==> src/rtl/ps2_host_tx.sv <==
// ps2_host_tx: host-to-device PS/2 command transmitter.
// Inhibits the bus and issues a request-to-send. It then shifts out
// {stop, odd parity, data[7:0]}, LSB first, on device clock falls, and checks the device ACK.
// Optional feature macro: PS2_TX_RETRY_EN. When it is defined, a NACK or timeout
// restarts the transfer up to RETRY_MAX times before tx_err is reported.
module ps2_host_tx #(
    parameter int INHIBIT_CYCLES = 5000,
    parameter int RTS_CYCLES     = 50,
    parameter int TIMEOUT_CYCLES = 750000,
    parameter int RETRY_MAX      = 2
) (
    input  logic       clk,
    input  logic       clrn,
    input  logic [7:0] tx_data,
    input  logic       tx_valid,
    output logic       tx_ready,
    output logic       busy,
    output logic       tx_done,
    output logic       tx_err,
    output logic [1:0] err_code,
    input  logic       ps2_clk,
    input  logic       ps2_data,
    output logic       ps2_clk_low,
    output logic       ps2_data_low
);

`ifdef PS2_TX_RETRY_EN
    localparam bit RETRY_EN = 1'b1;
`else
    localparam bit RETRY_EN = 1'b0;
`endif
    localparam int RETRY_LIMIT = RETRY_EN ? RETRY_MAX : 0;
    localparam int RETRY_W     = (RETRY_LIMIT > 0) ? $clog2(RETRY_LIMIT + 1) : 1;

    localparam int PH_MAX = (INHIBIT_CYCLES > RTS_CYCLES) ? INHIBIT_CYCLES : RTS_CYCLES;
    localparam int PH_W   = $clog2(PH_MAX + 1);
    localparam int TO_W   = $clog2(TIMEOUT_CYCLES + 1);

    localparam logic [PH_W-1:0] INH_LAST = PH_W'(INHIBIT_CYCLES - 1);
    localparam logic [PH_W-1:0] RTS_LAST = PH_W'(RTS_CYCLES - 1);
    localparam logic [TO_W-1:0] TO_LAST  = TO_W'(TIMEOUT_CYCLES - 1);

    localparam logic [1:0] ERR_NACK    = 2'b01;
    localparam logic [1:0] ERR_TIMEOUT = 2'b10;

    typedef enum logic [2:0] {
        IDLE,
        INHIBIT,
        RTS,
        SHIFT,
        ACK,
        WAIT_IDLE
    } state_t;

    state_t               state;
    logic [2:0]           clk_sync;
    logic [2:0]           data_sync;
    logic [PH_W-1:0]      ph_cnt;
    logic [TO_W-1:0]      to_cnt;
    logic [3:0]           bit_cnt;
    logic [9:0]           frame;
    logic [9:0]           frame_init;
    logic [RETRY_W-1:0]   retry_cnt;

    logic                 fall;
    logic                 line_idle;
    logic                 watchdog;
    logic                 retry_ok;
    logic                 fail_req;
    logic [1:0]           fail_code;

    assign fall      = clk_sync[2] & ~clk_sync[1];
    assign line_idle = clk_sync[1] & data_sync[1];
    assign watchdog  = (state == SHIFT) || (state == ACK) || (state == WAIT_IDLE);
    assign retry_ok  = RETRY_EN && (retry_cnt != RETRY_W'(RETRY_LIMIT));

    // Pad synchronizers; reset to the idle-high level so release never looks like a fall.
    always_ff @(posedge clk or negedge clrn) begin
        if (!clrn) begin
            clk_sync  <= '1;
            data_sync <= '1;
        end else begin
            clk_sync  <= {clk_sync[1:0], ps2_clk};
            data_sync <= {data_sync[1:0], ps2_data};
        end
    end

    // Failure detection: device NACK at the ACK fall, or no device fall within the timeout window.
    always_comb begin
        fail_req  = 1'b0;
        fail_code = 2'b00;
        if (state == ACK && fall && data_sync[1]) begin
            fail_req  = 1'b1;
            fail_code = ERR_NACK;
        end else if (watchdog && !fall && !(state == WAIT_IDLE && line_idle)
                     && to_cnt == TO_LAST) begin
            fail_req  = 1'b1;
            fail_code = ERR_TIMEOUT;
        end
    end

    // Transfer FSM with registered line drives and status outputs.
    always_ff @(posedge clk or negedge clrn) begin
        if (!clrn) begin
            state        <= IDLE;
            ph_cnt       <= '0;
            to_cnt       <= '0;
            bit_cnt      <= '0;
            frame        <= '1;
            frame_init   <= '1;
            retry_cnt    <= '0;
            tx_ready     <= 1'b1;
            busy         <= 1'b0;
            tx_done      <= 1'b0;
            tx_err       <= 1'b0;
            err_code     <= 2'b00;
            ps2_clk_low  <= 1'b0;
            ps2_data_low <= 1'b0;
        end else begin
            tx_done <= 1'b0;
            tx_err  <= 1'b0;

            if (!watchdog || fall) begin
                to_cnt <= '0;
            end else if (to_cnt != TO_LAST) begin
                to_cnt <= to_cnt + 1'b1;
            end

            case (state)
                IDLE: begin
                    if (tx_valid) begin
                        frame       <= {1'b1, ~^tx_data, tx_data};
                        frame_init  <= {1'b1, ~^tx_data, tx_data};
                        retry_cnt   <= '0;
                        ph_cnt      <= '0;
                        ps2_clk_low <= 1'b1;
                        busy        <= 1'b1;
                        tx_ready    <= 1'b0;
                        state       <= INHIBIT;
                    end
                end
                INHIBIT: begin
                    if (ph_cnt == INH_LAST) begin
                        ph_cnt       <= '0;
                        ps2_data_low <= 1'b1;
                        state        <= RTS;
                    end else begin
                        ph_cnt <= ph_cnt + 1'b1;
                    end
                end
                RTS: begin
                    if (ph_cnt == RTS_LAST) begin
                        ph_cnt      <= '0;
                        bit_cnt     <= '0;
                        ps2_clk_low <= 1'b0;
                        state       <= SHIFT;
                    end else begin
                        ph_cnt <= ph_cnt + 1'b1;
                    end
                end
                SHIFT: begin
                    if (fall) begin
                        ps2_data_low <= ~frame[0];
                        frame        <= {1'b1, frame[9:1]};
                        bit_cnt      <= bit_cnt + 1'b1;
                        if (bit_cnt == 4'd9) begin
                            state <= ACK;
                        end
                    end
                end
                ACK: begin
                    if (fall && !data_sync[1]) begin
                        state <= WAIT_IDLE;
                    end
                end
                WAIT_IDLE: begin
                    if (line_idle) begin
                        tx_done  <= 1'b1;
                        busy     <= 1'b0;
                        tx_ready <= 1'b1;
                        state    <= IDLE;
                    end
                end
                default: begin
                    ps2_clk_low  <= 1'b0;
                    ps2_data_low <= 1'b0;
                    busy         <= 1'b0;
                    tx_ready     <= 1'b1;
                    state        <= IDLE;
                end
            endcase

            // Failure overrides the per-state update above: release data and either
            // restart the whole handshake from INHIBIT or report and return to IDLE.
            if (fail_req) begin
                ps2_data_low <= 1'b0;
                if (retry_ok) begin
                    retry_cnt   <= retry_cnt + 1'b1;
                    frame       <= frame_init;
                    ph_cnt      <= '0;
                    ps2_clk_low <= 1'b1;
                    state       <= INHIBIT;
                end else begin
                    ps2_clk_low <= 1'b0;
                    busy        <= 1'b0;
                    tx_ready    <= 1'b1;
                    tx_err      <= 1'b1;
                    err_code    <= fail_code;
                    state       <= IDLE;
                end
            end
        end
    end

endmodule

==> config.mk <==
export PLATFORM = sky130hd
export DESIGN_NAME = ps2_host_tx
export DESIGN_NICKNAME = d
export VERILOG_FILES = /design/src/rtl/ps2_host_tx.sv
export SDC_FILE = /design/constraint.sdc
export NUM_CORES = 1
export LEC_CHECK = 0
export BUFFER_PORTS_ARGS = -buffer_cell sky130_fd_sc_hd__buf_2
export CORE_ASPECT_RATIO = 0.7
export CORE_MARGIN = 10
export CORE_UTILIZATION = 50
export CTS_CLUSTER_DIAMETER = 100
export DETAILED_ROUTE_END_ITERATION = 7
export GPL_TIMING_DRIVEN = 0
export MAX_ROUTING_LAYER = met4
export PLACE_DENSITY = 0.78
export SETUP_SLACK_MARGIN = 0.3
export SYNTH_ARGS = -nofsm -noshare
export SYNTH_HDL_FRONTEND = slang
export SYNTH_SLANG_ARGS = --single-unit
==> constraint.sdc <==
create_clock -name clk -period 4.3 [get_ports clk]
set_clock_uncertainty 0.05 [all_clocks]
set_input_delay 0.43 -clock clk [delete_from_list [all_inputs] [get_ports clk]]
set_output_delay 0.43 -clock clk [all_outputs]
set_load 0.05 [all_outputs]
After elaboration in Yosys (flattened, before gate mapping)
Cells that the tools add are included.
{ "word_totals": {"wordCells": 117, "romBits": 0, "ram_bits": 0, "mem_count": 0, "regBits": 63, "latchBits": 0, "output_inout_bits": 8} }
{ "op_classes": {"n_mux": 43, "n_reduce_logical": 30, "n_mul": 0, "n_shift": 0, "n_addsub": 3, "n_eq_ne": 23, "order_cmp": 0, "div_mod_pow": 0, "n_bitwise": 4} }
{ "ops": {"columns": ["op", "count"], "rows": [
  ["$mux W20", 2],
  ["$mux W13", 3],
  ["$pmux W13 S3", 1],
  ["$mux W3", 8],
  ["$add A20 B1 Y20 const B", 1],
  ["$eq A20 B20 Y1 const B", 1],
  ["$mux W10", 2],
  ["$ne A20 B20 Y1 const B", 1],
  ["$pmux W10 S2", 1],
  ["$pmux W3 S6", 1],
  ["$mux W1", 16],
  ["$ne A3 B3 Y1 const B", 5],
  ["$reduce_and A3 Y1", 5],
  ["$add A13 B1 Y13 const B", 1],
  ["$eq A13 B13 Y1 const B", 1],
  ["$eq A13 B6 Y1 const B", 1],
  ["$pmux W1 S3", 4],
  ["$reduce_or A4 Y1", 3],
  ["$mux W4", 2],
  ["$pmux W4 S2", 1],
  ["$reduce_xnor A8 Y1", 1],
  ["$logic_and A1 B1 Y1", 7],
  ["$reduce_and A7 Y1", 1],
  ["$eq A3 B2 Y1 const B", 2],
  ["16 further kinds", 32]
]} }

Logic depth before layout (Yosys ltp)
Gate-level depths: netlist (run 1).
{ "depth": {"depth_word": 10, "ltp_mapped": 8} }

Least setup slack after synthesis (run 1)
No wires, ideal clock.
{ "synth_timing": {"kind": "flip-flop to flip-flop", "start": "register to_cnt[9]", "end": "register state[1]", "setup_time_ns": 0.120, "setup_slack_ns": 2.402, "n_path_buf": 0, "required_ns": 4.130, "period_less_slack_ns": 1.898, "stages_incl_launch_ff": 6, "t_arrival_ns": 1.729, "cell_sequence": "dfrtp_1 -> nand4bb_1 -> or4_4 -> nor4b_4 -> o21ai_1 -> a31o_1"} }
{ "synth_via": {"elab_chain_cells": 6} }
{ "synth_rtl": {"columns": ["element", "line", "text"], "rows": [
  ["from (decl)", "59", "logic [TO_W-1:0] to_cnt;"],
  ["from (signal assigned)", "126", "to_cnt <= to_cnt + 1'b1;"],
  ["$eq A20 B20 Y1 *", "96", "&& to_cnt == TO_LAST) begin"],
  ["$logic_and A1 B1 Y1 *", "96", null],
  ["$mux W1 *", "95", "end else if (watchdog && !fall && !(state == WAIT_IDLE && line_idle)"],
  ["$mux W1 *", "92", "if (state == ACK && fall && data_sync[1]) begin"],
  ["$ne A3 B2 Y1 (no line) or $ne A3 B3 Y1 (tied branches)", null, null],
  ["$reduce_and A7 Y1 (no line)", null, null],
  ["to (signal assigned)", "105", "state <= IDLE;"],
  ["to (signal assigned)", "139", "state <= INHIBIT;"],
  ["to (signal assigned)", "146", "state <= RTS;"],
  ["to (decl)", "55", "state_t state;"]
]} }
Mark *: on every way between the ends. The rest lies on a longest branch, timed or not.
A chain may end at the register's enable or synchronous reset.

Worst setup path in the final report (run 1)
{ "layout_timing": {"start": "register clk_sync[2]", "end": "register frame[7]"} }
{ "layout_via": {"elab_chain_cells": 3} }
{ "layout_rtl": {"columns": ["element", "line", "text"], "rows": [
  ["from (decl)", "56", "logic [2:0] clk_sync;"],
  ["from (signal assigned)", "83", "clk_sync <= {clk_sync[1:0], ps2_clk};"],
  ["$and A1 B1 Y1", "72", "assign fall = clk_sync[2] & ~clk_sync[1];"],
  ["$ne A2 B2 Y1 (no line)", null, null],
  ["$reduce_and A3 Y1 (no line)", null, null],
  ["to (signal assigned)", "132", "frame <= {1'b1, ~^tx_data, tx_data};"],
  ["to (signal assigned)", "164", "frame <= {1'b1, frame[9:1]};"],
  ["to (signal assigned)", "199", "frame <= frame_init;"],
  ["to (decl)", "61", "logic [9:0] frame;"]
]} }
Every way passes these cells.

==> qor.txt, run 1 <==
run status - finished, final reports clean
clk sinks - 62
IO Port Bufs - 20
Cell Area, Synth - 3417 µm²
r2r setup slk - 1.89 ns
GRT Total Usage - 15.68%
Die Wd - 118.8 µm
Clock transition at path regs - 0.06 ns
Synth cell types - 55
RSZ-0062 raised after global routing - no
dpl hpwl - 5416 µm
Critical R2R Capture - frame[7]
number of synthesized flops with an enable pin - 0
Max stage delay cell, worst path - dfstp_2
Final Setup Violations - 0
post-synthesis sequential area ratio - 45.95%
number of failing hold endpoints at the final stage - 0
# rows - 25
Power Dens Cells - 384.0 nW/µm²
Avg WL per Cell - 15.46 µm
highest clock rate - 414.6 MHz
TNS Setup - 0 ns
Final ANT Viol Nets - 0
layout cell share with drive strength beyond 1 - 14.79%
first-pass GRT wire length - 13160 µm
# diodes - 0
required time of the critical path - 4.51 ns
CTS tree - built
Final GP Congestion - 0.9305
cts repair resizes - 0
worst vdd ir - 0.2070 mV
worst reg2reg startpoint - clk_sync[2]
vias - 2786
Slew @ Worst Pin - 0.7524 ns
clk_lat worst skew - 0.34 ns
clock root buffer - clkbuf_8
pin count of the biggest net entering global routing - 63
Layout Nets - 412
Placed Instance Area - 3635 µm²
Tcrit/Tclk final - 56.10%
Max clock buf depth - 2
max incr delay on CP - 0.54 ns
Crit Path Class - reg -> reg
# DRC - 0
Post-CTS Setup Inserts - 0
CP delay by family, top - buffers and inverters
nature of the critical path startpoint - register
total core area - 6694 µm²
YS warnings - 0
vias in the first global route - 2670
reg2reg path depth - 7
worst hold path type - in -> async
CP most frequent cell - nor2_1
synthesized area per cell - 9.413 µm²
First-pass DRT Iterations - 5
I/O pins - 21
worst hold margin - 0.1128 ns
maximum fanout along the worst path - 10
Arrival @ worst endpoint - 2.62 ns
post-synthesis cell count - 363
Worst setup EP type - register
Rel. slew slack - 48.54%
crit path time final - 2.412 ns
antenna violations before repair - 0
CTS HTree Levels - 3
design area - 3791 µm²
P_leak - 1.597 nW
Die H - 89.17 µm
Synth Net Count - 381
Die Area - 10590 µm²
grt ovf - 0
Synth Flop Type - dfrtp_1
cts bufs inserted - 9
Area Overhead vs Synth - 10.95%
Avg Vias per Cell - 5.651
Max Slew Vio Count - 0
final core utilization - 56.64%
#FFs+latches synth - 62
ys async rst share - 100.0%
number of max-cap violations - 0
Starting Density - 51.05%
CTS Hold Bufs - 0
final WL - 7620 µm
buffers plus inverters on the worst setup path - 2
crit-path cells - nor2b_1 -> clkbuf_1 -> a31oi_1 -> nor2_1 -> buf_2 -> nor2_1 -> a21oi_1
drt initial violations - 331
## report_power, final
group	internal, mW	leakage, nW	switching, mW
registers	0.692	0.787	0.0700
logic	0.110	0.729	0.161
clock network	0.207	0.0812	0.217
total	1.01	1.60	0.447
## worst max-delay path by stage
stage                startpoint        to  slack [ns]  cells past startpoint
floorplan             to_cnt[9]  state[1]        2.40                      5
global placement    clk_sync[2]  frame[7]        2.03                      7
detailed placement  clk_sync[2]  frame[7]        1.95                      7
CTS                 clk_sync[2]  frame[7]        1.93                      7
global route        clk_sync[2]  frame[7]        1.65                      7
finish              clk_sync[2]  frame[7]        1.89                      7
## cell usage in the layout (no fill, tap or decap), types with 2 or more instances in the layout
master | Yosys | routed
and3_1 | 7 | 7
or4_1 | 2 | 2
inv_1 | 11 | 11
dfstp_2 | 15 | 15
dfrtp_1 | 47 | 47
mux2i_1 | 15 | 15
nand4_1 | 10 | 10
o21ai_1 | 4 | 4
buf_2 | 5 | 24
and4_1 | 2 | 2
or3_1 | 6 | 6
and2_1 | 4 | 4
a21o_1 | 4 | 4
xnor2_1 | 19 | 19
a21oi_1 | 26 | 26
nor3_1 | 6 | 6
ha_1 | 5 | 5
clkbuf_1 | 7 | 11
a31o_1 | 2 | 2
xor2_1 | 10 | 10
nand3_1 | 13 | 13
nor2_1 | 51 | 51
nor2_4 | 2 | 2
nor2b_1 | 3 | 3
clkbuf_8 | 0 | 9
nand3b_1 | 2 | 2
nand2_1 | 26 | 26
nand2b_1 | 11 | 11
nor4bb_1 | 2 | 2
nor3b_1 | 4 | 4
clkinv_2 | 0 | 3
nor4_1 | 5 | 5
a31oi_1 | 5 | 5
o21ai_0 | 9 | 9
## synth_stat cells, types with 2 or more instances
master	n	area (µm²)
a21o_1	4	30.03
a21oi_1	26	130.1
a31o_1	2	17.52
a31oi_1	5	31.28
and2_1	4	25.02
and3_1	7	43.79
and4_1	2	17.52
buf_2	5	25.02
clkbuf_1	7	26.28
dfrtp_1	47	1176
dfstp_2	15	394.1
ha_1	5	62.56
inv_1	11	41.29
mux2i_1	15	150.1
nand2_1	26	97.59
nand2b_1	11	68.82
nand3_1	13	65.06
nand3b_1	2	15.01
nand4_1	10	62.56
nor2_1	51	191.4
nor2_4	2	22.52
nor2b_1	3	18.77
nor3_1	6	30.03
nor3b_1	4	30.03
nor4_1	5	31.28
nor4bb_1	2	20.02
o21ai_0	9	45.04
o21ai_1	4	20.02
or3_1	6	37.54
or4_1	2	15.01
xnor2_1	19	166.4
xor2_1	10	87.58
## state kept, by name, summed over array words and instances, names as in the netlist, 2 cells and up
name,count
to_cnt,20
ph_cnt,13
frame,9
bit_cnt,4
clk_sync,3
state,3
data_sync,2
err_code,2
## layer usage
| layer | global-route usage (%) | part of all wire (%) |
|---|---|---|
| met1 | 20.94 | 48 |
| met2 | 22.81 | 44 |
| met3 | 3.849 | 7.1 |
| met4 | 5.414 | 1.5 |
| met5 | - | 0 |
## metrics by stage
stage                     power (mW)  worst slack [ns]  std cells
after detailed placement       1.040             1.953        477
after floorplan               0.9540             2.402        363
final                          1.456             1.888        493
after global placement         1.023             2.025        477
after CTS                      1.467             1.934        493
after global routing           1.555             1.653        493
## cells by family after synthesis
kind of cell | count (synthesis) | share of synthesized area (%)
adders and majority gates | 5 | 1.831
buffers and inverters | 24 | 3.039
muxes | 15 | 4.394
AOI/OAI and AO/OA | 62 | 11.13
DFF | 62 | 45.95
and+or+nand+nor | 166 | 26.22
xor gates and xnor gates | 29 | 7.433
## cell type report
type | count | area [µm²]
Buffer | 13 | 62.56
Inverter | 11 | 41.29
Sequential cell | 62 | 1570
Tap cell | 94 | 117.6
Fill cell | 616 | 2903
Multi-Input combinational cell | 277 | 1743
Clock buffer | 13 | 138.9
Timing Repair Buffer | 20 | 102.6
Clock inverter | 3 | 15.01
Note: power is estimated with default switching activity, not from simulation.
==> run 2: changes to the inputs <==
- PLACE_DENSITY: 0.78 -> 0.8
- clock period: 4.3 -> 2.1 ns (I/O delays scaled with it)
==> qor.txt, run 2 (synthesis gave the netlist of run 1 again) <==
top flop regs - to_cnt: 20 flops, ph_cnt: 13 flops, frame: 9 flops
antenna violations before repair - 0
Placed Instance Area - 3656 µm²
cts bufs inserted - 9
Worst Hold Path Cells - 3
IO Port Bufs - 20
worst vdd ir - 0.3876 mV
Hold EP - frame[6]
crit path time final - 1.972 ns
CTS tree - built
highest clock rate - 507.1 MHz
max incr delay on CP - 0.57 ns
reg2reg path depth - 5
Power Total - 3.580 mW
P_leak - 1.838 nW
Avg Vias per Cell - 5.836
clock root buffer - clkbuf_8
r2r setup slk - 0.13 ns
Tcrit/Tclk final - 93.91%
layout cell share with drive strength beyond 1 - 31.93%
CP delay by family, top - simple AND/OR/NAND/NOR gates
worst reg2reg startpoint - ph_cnt[12]
design area - 4413 µm²
pin count of the biggest net entering global routing - 63
worst hold margin - 0.1193 ns
required time of the critical path - 2.28 ns
grt ovf - 0
Die Wd - 118.8 µm
clk_lat worst skew - 0.35 ns
Final Setup Violations - 0
Rel. slew slack - 46.62%
Power Dens Cells - 811.2 nW/µm²
number of max-cap violations - 0
CTS HTree Levels - 3
Final GP Congestion - 0.9368
Critical R2R Capture - ph_cnt[9]
worst hold path type - in -> reg
most common cell after layout, fill and taps aside - nor2_1
Max Slew Vio Count - 0
nature of the critical path startpoint - register
Worst setup EP type - register
Avg WL per Cell - 17.62 µm
Max stage delay cell, worst path - or4_4
final WL - 9217 µm
dpl hpwl - 5482 µm
# rows - 25
Area Overhead vs Synth - 29.15%
crit-path cells - or4_4 -> o31ai_4 -> nand2b_4 -> nor2_4 -> nor2_1
vias in the first global route - 2806
Die Area - 10590 µm²
Slew @ Worst Pin - 0.8008 ns
Layout Nets - 442
RSZ-0062 raised after global routing - yes
Filler cells - 506
Die H - 89.17 µm
Final ANT Viol Nets - 0
Max clock buf depth - 2
# DRC - 0
Arrival @ worst endpoint - 2.15 ns
# diodes - 0
drt initial violations - 275
Biggest register - to_cnt
Starting Density - 51.05%
total core area - 6694 µm²
First-pass DRT Iterations - 5
non-filler instance count after layout - 523
most frequent cells in the layout - nor2_1, dfrtp_1, nand2_1, buf_4, a21oi_1
vias - 3052
I/O pins - 21
placed cells - 477
max FFs per register - 20
run status - finished, final reports clean
Clock transition at path regs - 0.07 ns
number of failing hold endpoints at the final stage - 0
Crit Path Class - reg -> reg
Min-Delay Startpoint - tx_data[6]
maximum fanout along the worst path - 6
first-pass GRT wire length - 13990 µm
GRT Total Usage - 17.04%
clk sinks - 62
buffers plus inverters on the worst setup path - 0
==> run 2: changes by cell type in the layout (fill, tap and decap cells not counted), moves of 5 or more <==
cell,previous run,this run
dfrtp_1,47,42
nor2_1,51,46
dfrtp_2,0,5
buf_4,1,25
clkbuf_1,11,1
nor2_2,0,5
==> run 2: where the power goes <==
group          switching (mW)  leakage (nW)  internal, mW
logic                   0.426         0.940         0.353
clock network           0.466         0.120         0.764
registers               0.153         0.779          1.42
==> run 2: area by class of cell <==
cell class,instances,area [µm²],share of cell area [%]
multi-input combinational,278,2002,45.36
clock buffer,13,168.9,3.828
sequential,62,1577,35.72
buffer,13,90.09,2.041
inverter,11,41.29,0.9356
tap,94,117.6,2.665
timing repair buffer,49,351.6,7.967
clock inverter,3,65.06,1.474
==> run 2: how the worst max path moves through the flow <==
stage / startpoint / slack [ns] / endpoint / cells after the start
5_1_grt: state[0] / 0.08 / state[1] / 6
3_3_place_gp: clk_sync[2] / 0.009 / frame[7] / 7
3_5_place_dp: clk_sync[2] / -0.05 / frame[7] / 7
4_1_cts: to_cnt[9] / 0.22 / ps2_clk_low / 6
2_1_floorplan: to_cnt[0] / 0.27 / state[1] / 6
6_report: ph_cnt[12] / 0.13 / ph_cnt[9] / 5
==> run 2: worst reg2reg max path: stages, from the launching register on <==
cell	delay [ns]
dfrtp_1	0.42
or4_4	0.57
o31ai_4	0.37
nand2b_4	0.15
nor2_4	0.22
nor2_1	0.08
==> run 2: stage by stage <==
stage	worst slack (ns)	util, %	TNS [ns]
floorplan	0.2745	-	0
global placement	0.009419	54.62	0
detailed placement	-0.04547	54.62	-0.09833
CTS	0.2221	62.52	0
global route	0.07899	65.93	0
finish	0.1279	65.93	0
==> run 2: timing repair <==
| item | CTS | global route |
|---|---|---|
| pin swaps | 10 | 12 |
| cloned | 1 | 0 |
| hold buffers | 2 | 1 |
| setup endpoints to repair | 50 | 55 |
| buffers inserted | 15 | 11 |
| gates resized for setup | 35 | 42 |
| hold endpoints to repair | 2 | 47 |
==> run 2: layer usage <==
metal | vias up | global-route usage, % | share of wire (%)
li1 | 1410 | - | -
met1 | 1447 | 21.21 | 43
met2 | 167 | 26.13 | 46
met3 | 28 | 4.606 | 8.1
met4 | 0 | 6.740 | 2.5
met5 | - | - | 0
